===== src/rtl/seq_pattern_tx.sv =====
// Serial stimulus transmitter for the two-in-a-row sequence detector, with an
// embedded reference model of that detector producing the expected z.
module seq_pattern_tx #(
  parameter int unsigned WIDTH = 8,
  parameter int unsigned LEN_W = 4
) (
  input  logic             clk,
  input  logic             reset,
  input  logic             start,
  input  logic [WIDTH-1:0] data,
  input  logic [LEN_W-1:0] len,
  output logic             busy,
  output logic             w,
  output logic             w_valid,
  output logic             done,
  output logic [2:0]       exp_state,
  output logic             exp_z
);

  localparam int unsigned SW = 3;

  typedef enum logic [1:0] {
    IDLE  = 2'd0,
    SHIFT = 2'd1,
    DONE  = 2'd2
  } state_t;

  state_t           state;
  logic [WIDTH-1:0] shreg;
  logic [LEN_W-1:0] cnt;

  logic             len_ok;
  logic [WIDTH-1:0] aligned;
  logic [SW-1:0]    ref_nxt;

  // Left-justify the requested bits so the first one sits at the MSB.
  assign len_ok  = (len != '0) && (len <= LEN_W'(WIDTH));
  assign aligned = data << (LEN_W'(WIDTH) - len);

  // Reference detector next state for the bit currently on the line.
  always_comb begin
    ref_nxt = SW'(0);
    unique case (exp_state)
      SW'(0):  ref_nxt = w ? SW'(3) : SW'(1);
      SW'(1):  ref_nxt = w ? SW'(3) : SW'(2);
      SW'(2):  ref_nxt = w ? SW'(3) : SW'(2);
      SW'(3):  ref_nxt = w ? SW'(4) : SW'(1);
      SW'(4):  ref_nxt = w ? SW'(4) : SW'(1);
      default: ref_nxt = SW'(0);
    endcase
  end

  function automatic logic z_of(input logic [SW-1:0] s);
    return (s == SW'(2)) || (s == SW'(4));
  endfunction

  always_ff @(posedge clk) begin
    if (reset) begin
      state     <= IDLE;
      shreg     <= '0;
      cnt       <= '0;
      busy      <= 1'b0;
      w         <= 1'b0;
      w_valid   <= 1'b0;
      done      <= 1'b0;
      exp_state <= '0;
      exp_z     <= 1'b0;
    end else begin
      unique case (state)
        IDLE: begin
          if (start && len_ok) begin
            state     <= SHIFT;
            w         <= aligned[WIDTH-1];
            shreg     <= aligned << 1;
            cnt       <= len;
            w_valid   <= 1'b1;
            busy      <= 1'b1;
            exp_state <= '0;
            exp_z     <= 1'b0;
          end
        end
        SHIFT: begin
          if (w_valid) begin
            exp_state <= ref_nxt;
            exp_z     <= z_of(ref_nxt);
          end
          // cnt counts bits still on or awaiting the line, including the current one.
          if (cnt == LEN_W'(1)) begin
            state   <= DONE;
            w       <= 1'b0;
            w_valid <= 1'b0;
            done    <= 1'b1;
            shreg   <= '0;
            cnt     <= '0;
          end else begin
            w     <= shreg[WIDTH-1];
            shreg <= shreg << 1;
            cnt   <= cnt - LEN_W'(1);
          end
        end
        DONE: begin
          state <= IDLE;
          done  <= 1'b0;
          busy  <= 1'b0;
        end
        default: begin
          state   <= IDLE;
          w       <= 1'b0;
          w_valid <= 1'b0;
          done    <= 1'b0;
          busy    <= 1'b0;
        end
      endcase
    end
  end

endmodule


===== config.mk =====
export PLATFORM = sky130hd
export DESIGN_NAME = seq_pattern_tx
export DESIGN_NICKNAME = d
export VERILOG_FILES = /design/src/rtl/seq_pattern_tx.sv
export SDC_FILE = /design/constraint.sdc
export NUM_CORES = 1
export LEC_CHECK = 0
export ABC_CLOCK_PERIOD_IN_PS = 1900
export BUFFER_PORTS_ARGS = -buffer_cell sky130_fd_sc_hd__buf_2
export CAP_MARGIN = 20
export CORE_ASPECT_RATIO = 1.25
export CORE_MARGIN = 10
export CORE_UTILIZATION = 45
export DETAILED_ROUTE_END_ITERATION = 10
export PLACE_DENSITY_LB_ADDON = 0.25
export SLEW_MARGIN = 20
export SYNTH_ARGS = -nofsm -noshare
export SYNTH_HDL_FRONTEND = slang
export SYNTH_SLANG_ARGS = --single-unit

===== constraint.sdc =====
create_clock -name clk -period 1.9 [get_ports clk]
set_input_delay 0.19 -clock clk [delete_from_list [all_inputs] [get_ports clk]]
set_output_delay 0.19 -clock clk [all_outputs]
set_load 0.1 [all_outputs]

==> results_dict.tcl <==
set metrics [dict create \
    status "completed" \
    finalSetupTns_ns 0 \
    crit_path_end "cnt[2]$_SDFFE_PP0P_" \
    synth_nets 190 \
    drc 0 \
    max_freq_mhz 562 \
    async_flop_share_pct 0 \
    wl_um 3270 \
    peakVddDrop_mv 0.380 \
    n_antenna_cell 0 \
    power.leakage_nw 0.619 \
    place_ws_ns -0.0268 \
    die_area_um2 5670 \
    numCtsBuffers 3 \
    period_minus_slack_ns 1.78 \
    cp.required_ns 2.09 \
    cp_max_fo 11 \
    place_inst 225 \
    ctsHoldBuffers 0 \
    synth_edf_count 0 \
    gr-usage-met1_pct 13.2 \
    cts_tree "yes" \
    slew_headroom_pct 48.9 \
    fin_nets 212 \
    r2r-end "cnt[2]$_SDFFE_PP0P_" \
    grt_pass1_wl_um 5750 \
    netlist_area_um2 1370 \
    netlist_instances 172 \
    fillerInstances 286 \
    place.gp.congestion 0.838 \
    drt.antenna.violating_nets 0 \
    grt_max_degree 23 \
    top_usage_layer "met2" \
    path_cells "inv_1, ha_1, or3b_1, and2_2, a32o_1, nand2_1, a21oi_1" \
    startpoint_type "flip-flop" \
    final_util_pct 53.3 \
    cp.depth 7 \
    slew_viol_final 0 \
    drive_above_1_share_pct 24.9 \
    synth_ff_type "dfxtp_1" \
    grt_pass1_vias 1344 \
    grt.overflow.total 0 \
    crit_type "flip-flop to flip-flop" \
    clk_pin_slew_ns 0.11 \
    clk_path_buf_depth 2 \
    avgViaCountPerCell 5.74 \
    core.rowCount 22 \
    start_util_pct 46.6 \
    vias 1315 \
    crit_start "cnt[1]$_SDFFE_PP0P_" \
    drtIter0Drc 75 \
    wl_per_cell_um 14.3 \
    setup_violations 0 \
    arrival_ns 1.97 \
    cp_top_family "simple AND/OR/NAND/NOR gates" \
    core_area_um2 2950 \
    gr-usage-met3_pct 2.65 \
    crit_buf_inv 1 \
    totalPowerFinal_mw 1.08 \
    cap_violations 0 \
    final_cell_mix "buf_2 (22), dfxtp_1 (19), nand2_1 (16)" \
    worst_pin_slew_ns 0.761 \
    multi_input_area_um2 883 \
    cp_slowest_cell "or3b_1" \
    final_common_cell "buf_2" \
    slowest_delay_ns 0.38 \
    hpwl_um 2630 \
    avgSynthCellArea_um2 7.97 \
    track_usage_pct 11.8 \
    yosysSeqAreaShare_pct 30.7 \
    cts.sinks 21 \
    finalHoldViolations 0 \
    root_buffer "clkbuf_4" \
    rsz0062_at_grt "false" \
    synth.distinct_cells 41 \
    area_growth_pct 14.5 \
    first_pass_iters 4 \
    dieWidth_um 69.4 \
    layoutNonFillerInstCount 229 \
    fin_crit_sh_pct 93.7 \
    worst_slack_ns 0.119 \
    holdCritPathClass "primary input to flip-flop" \
    cts_setup_buffers 0 \
    portBuffers 22 \
    p_per_area_nw_per_um2 690 \
    r2r-start "cnt[1]$_SDFFE_PP0P_" \
    reg2reg_slack_ns 0.12 \
    grt_use_met2_pct 19.8 \
    setup.worst_path.end_class "flip-flop" \
    regArea_um2 423 \
    finalClockSkew_ns 0.00400 \
    ios 23 \
    cts_resized 0 \
    synth.ff_latch_count 21 \
    yosys_warnings 0 \
    fp.dieH_um 81.7 \
    clkLatencyLatePin_ns 0.31 \
    reg2reg_depth 7 \
    htree_levels 1 \
    antenna_found_initial 0 \
]
[area by class of cell]
| class | instances | share of cell area (%) |
|---|---|---|
| inverter | 8 | 1.91 |
| clock buffer | 4 | 1.67 |
| timing repair buffer | 29 | 10.4 |
| multi-input combinational | 131 | 56.3 |
| tap | 36 | 2.87 |
| sequential | 21 | 26.9 |
[metal layers]
metal / vias to the layer above / part of all wire, %
met3: 5 / 5.3
met2: 38 / 48
met1: 605 / 45
li1: 667 / -
met5: - / 0
met4: 0 / 2.1
[worst min-delay path by stage]
stage,from,endpoint,slack [ns],cells past startpoint
after detailed placement,done$_SDFFE_PP0P_,done$_SDFFE_PP0P_,0.44,1
after CTS,len[1],cnt[1]$_SDFFE_PP0P_,0.25,3
after global placement,done$_SDFFE_PP0P_,done$_SDFFE_PP0P_,0.43,1
after floorplan,reset,state[1]$_SDFFE_PP0P_,0.28,1
final,len[1],cnt[1]$_SDFFE_PP0P_,0.24,3
after global routing,len[1],cnt[1]$_SDFFE_PP0P_,0.30,3
[Yosys cell counts (all sizes together), types with 2 or more instances]
| cell type | instances | area [µm²] |
|---|---|---|
| clkbuf | 7 | 26.3 |
| or2 | 2 | 12.5 |
| nand2b | 2 | 12.5 |
| a21oi | 13 | 65.1 |
| a221oi | 5 | 43.8 |
| nor4 | 2 | 12.5 |
| nand4 | 2 | 12.5 |
| o211ai | 3 | 22.5 |
| inv | 8 | 30.0 |
| mux2 | 5 | 56.3 |
| nor3b | 2 | 15.0 |
| o21ai | 7 | 35.0 |
| nand2 | 16 | 60.1 |
| dfxtp | 21 | 420 |
| a211oi | 8 | 60.1 |
| nor2b | 5 | 38.8 |
| xnor2 | 3 | 26.3 |
| nand3 | 7 | 47.6 |
| ha | 3 | 37.5 |
| buf | 5 | 25.0 |
| mux2i | 5 | 62.6 |
| o21a | 3 | 22.5 |
| nor2 | 14 | 52.6 |
| nor3 | 10 | 50.1 |
| a31oi | 2 | 12.5 |
[state kept, by name, indices dropped and copies added, names as in the netlist]
| name | count |
|---|---|
| w | 1 |
| w_valid | 1 |
| state | 2 |
| cnt | 4 |
| shreg | 7 |
| exp_state | 3 |
| done | 1 |
| busy | 1 |
| exp_z | 1 |
[per-stage QoR]
| step | area, µm² | hold slack, ns |
|---|---|---|
| 2_1_floorplan | 1390 | 0.281 |
| 5_1_grt | 1570 | 0.299 |
| 6_report | 1570 | 0.244 |
| 3_3_place_gp | 1540 | 0.427 |
| 4_1_cts | 1570 | 0.253 |
| 3_5_place_dp | 1540 | 0.440 |
[logic make-up (layout without fill, tap and decap cells)]
group | Yosys count | after routing | synth area share, %
DFF | 21 | 21 | 30.7
buffers and inverters | 20 | 41 | 5.93
xor gates and xnor gates | 4 | 4 | 2.56
and+or+nand+nor | 66 | 66 | 25.2
adders and majority gates | 3 | 3 | 2.74
muxes | 11 | 11 | 10.3
AOI/OAI and AO/OA | 47 | 47 | 22.6
[worst register-to-register path: cells and delay by family, from the launching register on]
family / cells / cell delay (ns)
AOI/OAI and AO/OA: 2 / 0.36
adders and majority gates: 1 / 0.14
buffers and inverters: 1 / 0.08
DFF: 1 / 0.34
and+or+nand+nor: 3 / 0.76
[report_power, final]
part           internal [mW]  switching [mW]
combinational          0.140           0.223
clock                 0.0821           0.134
sequential             0.476          0.0289
total                  0.698           0.385
Note: power is estimated with default switching activity, not from simulation.
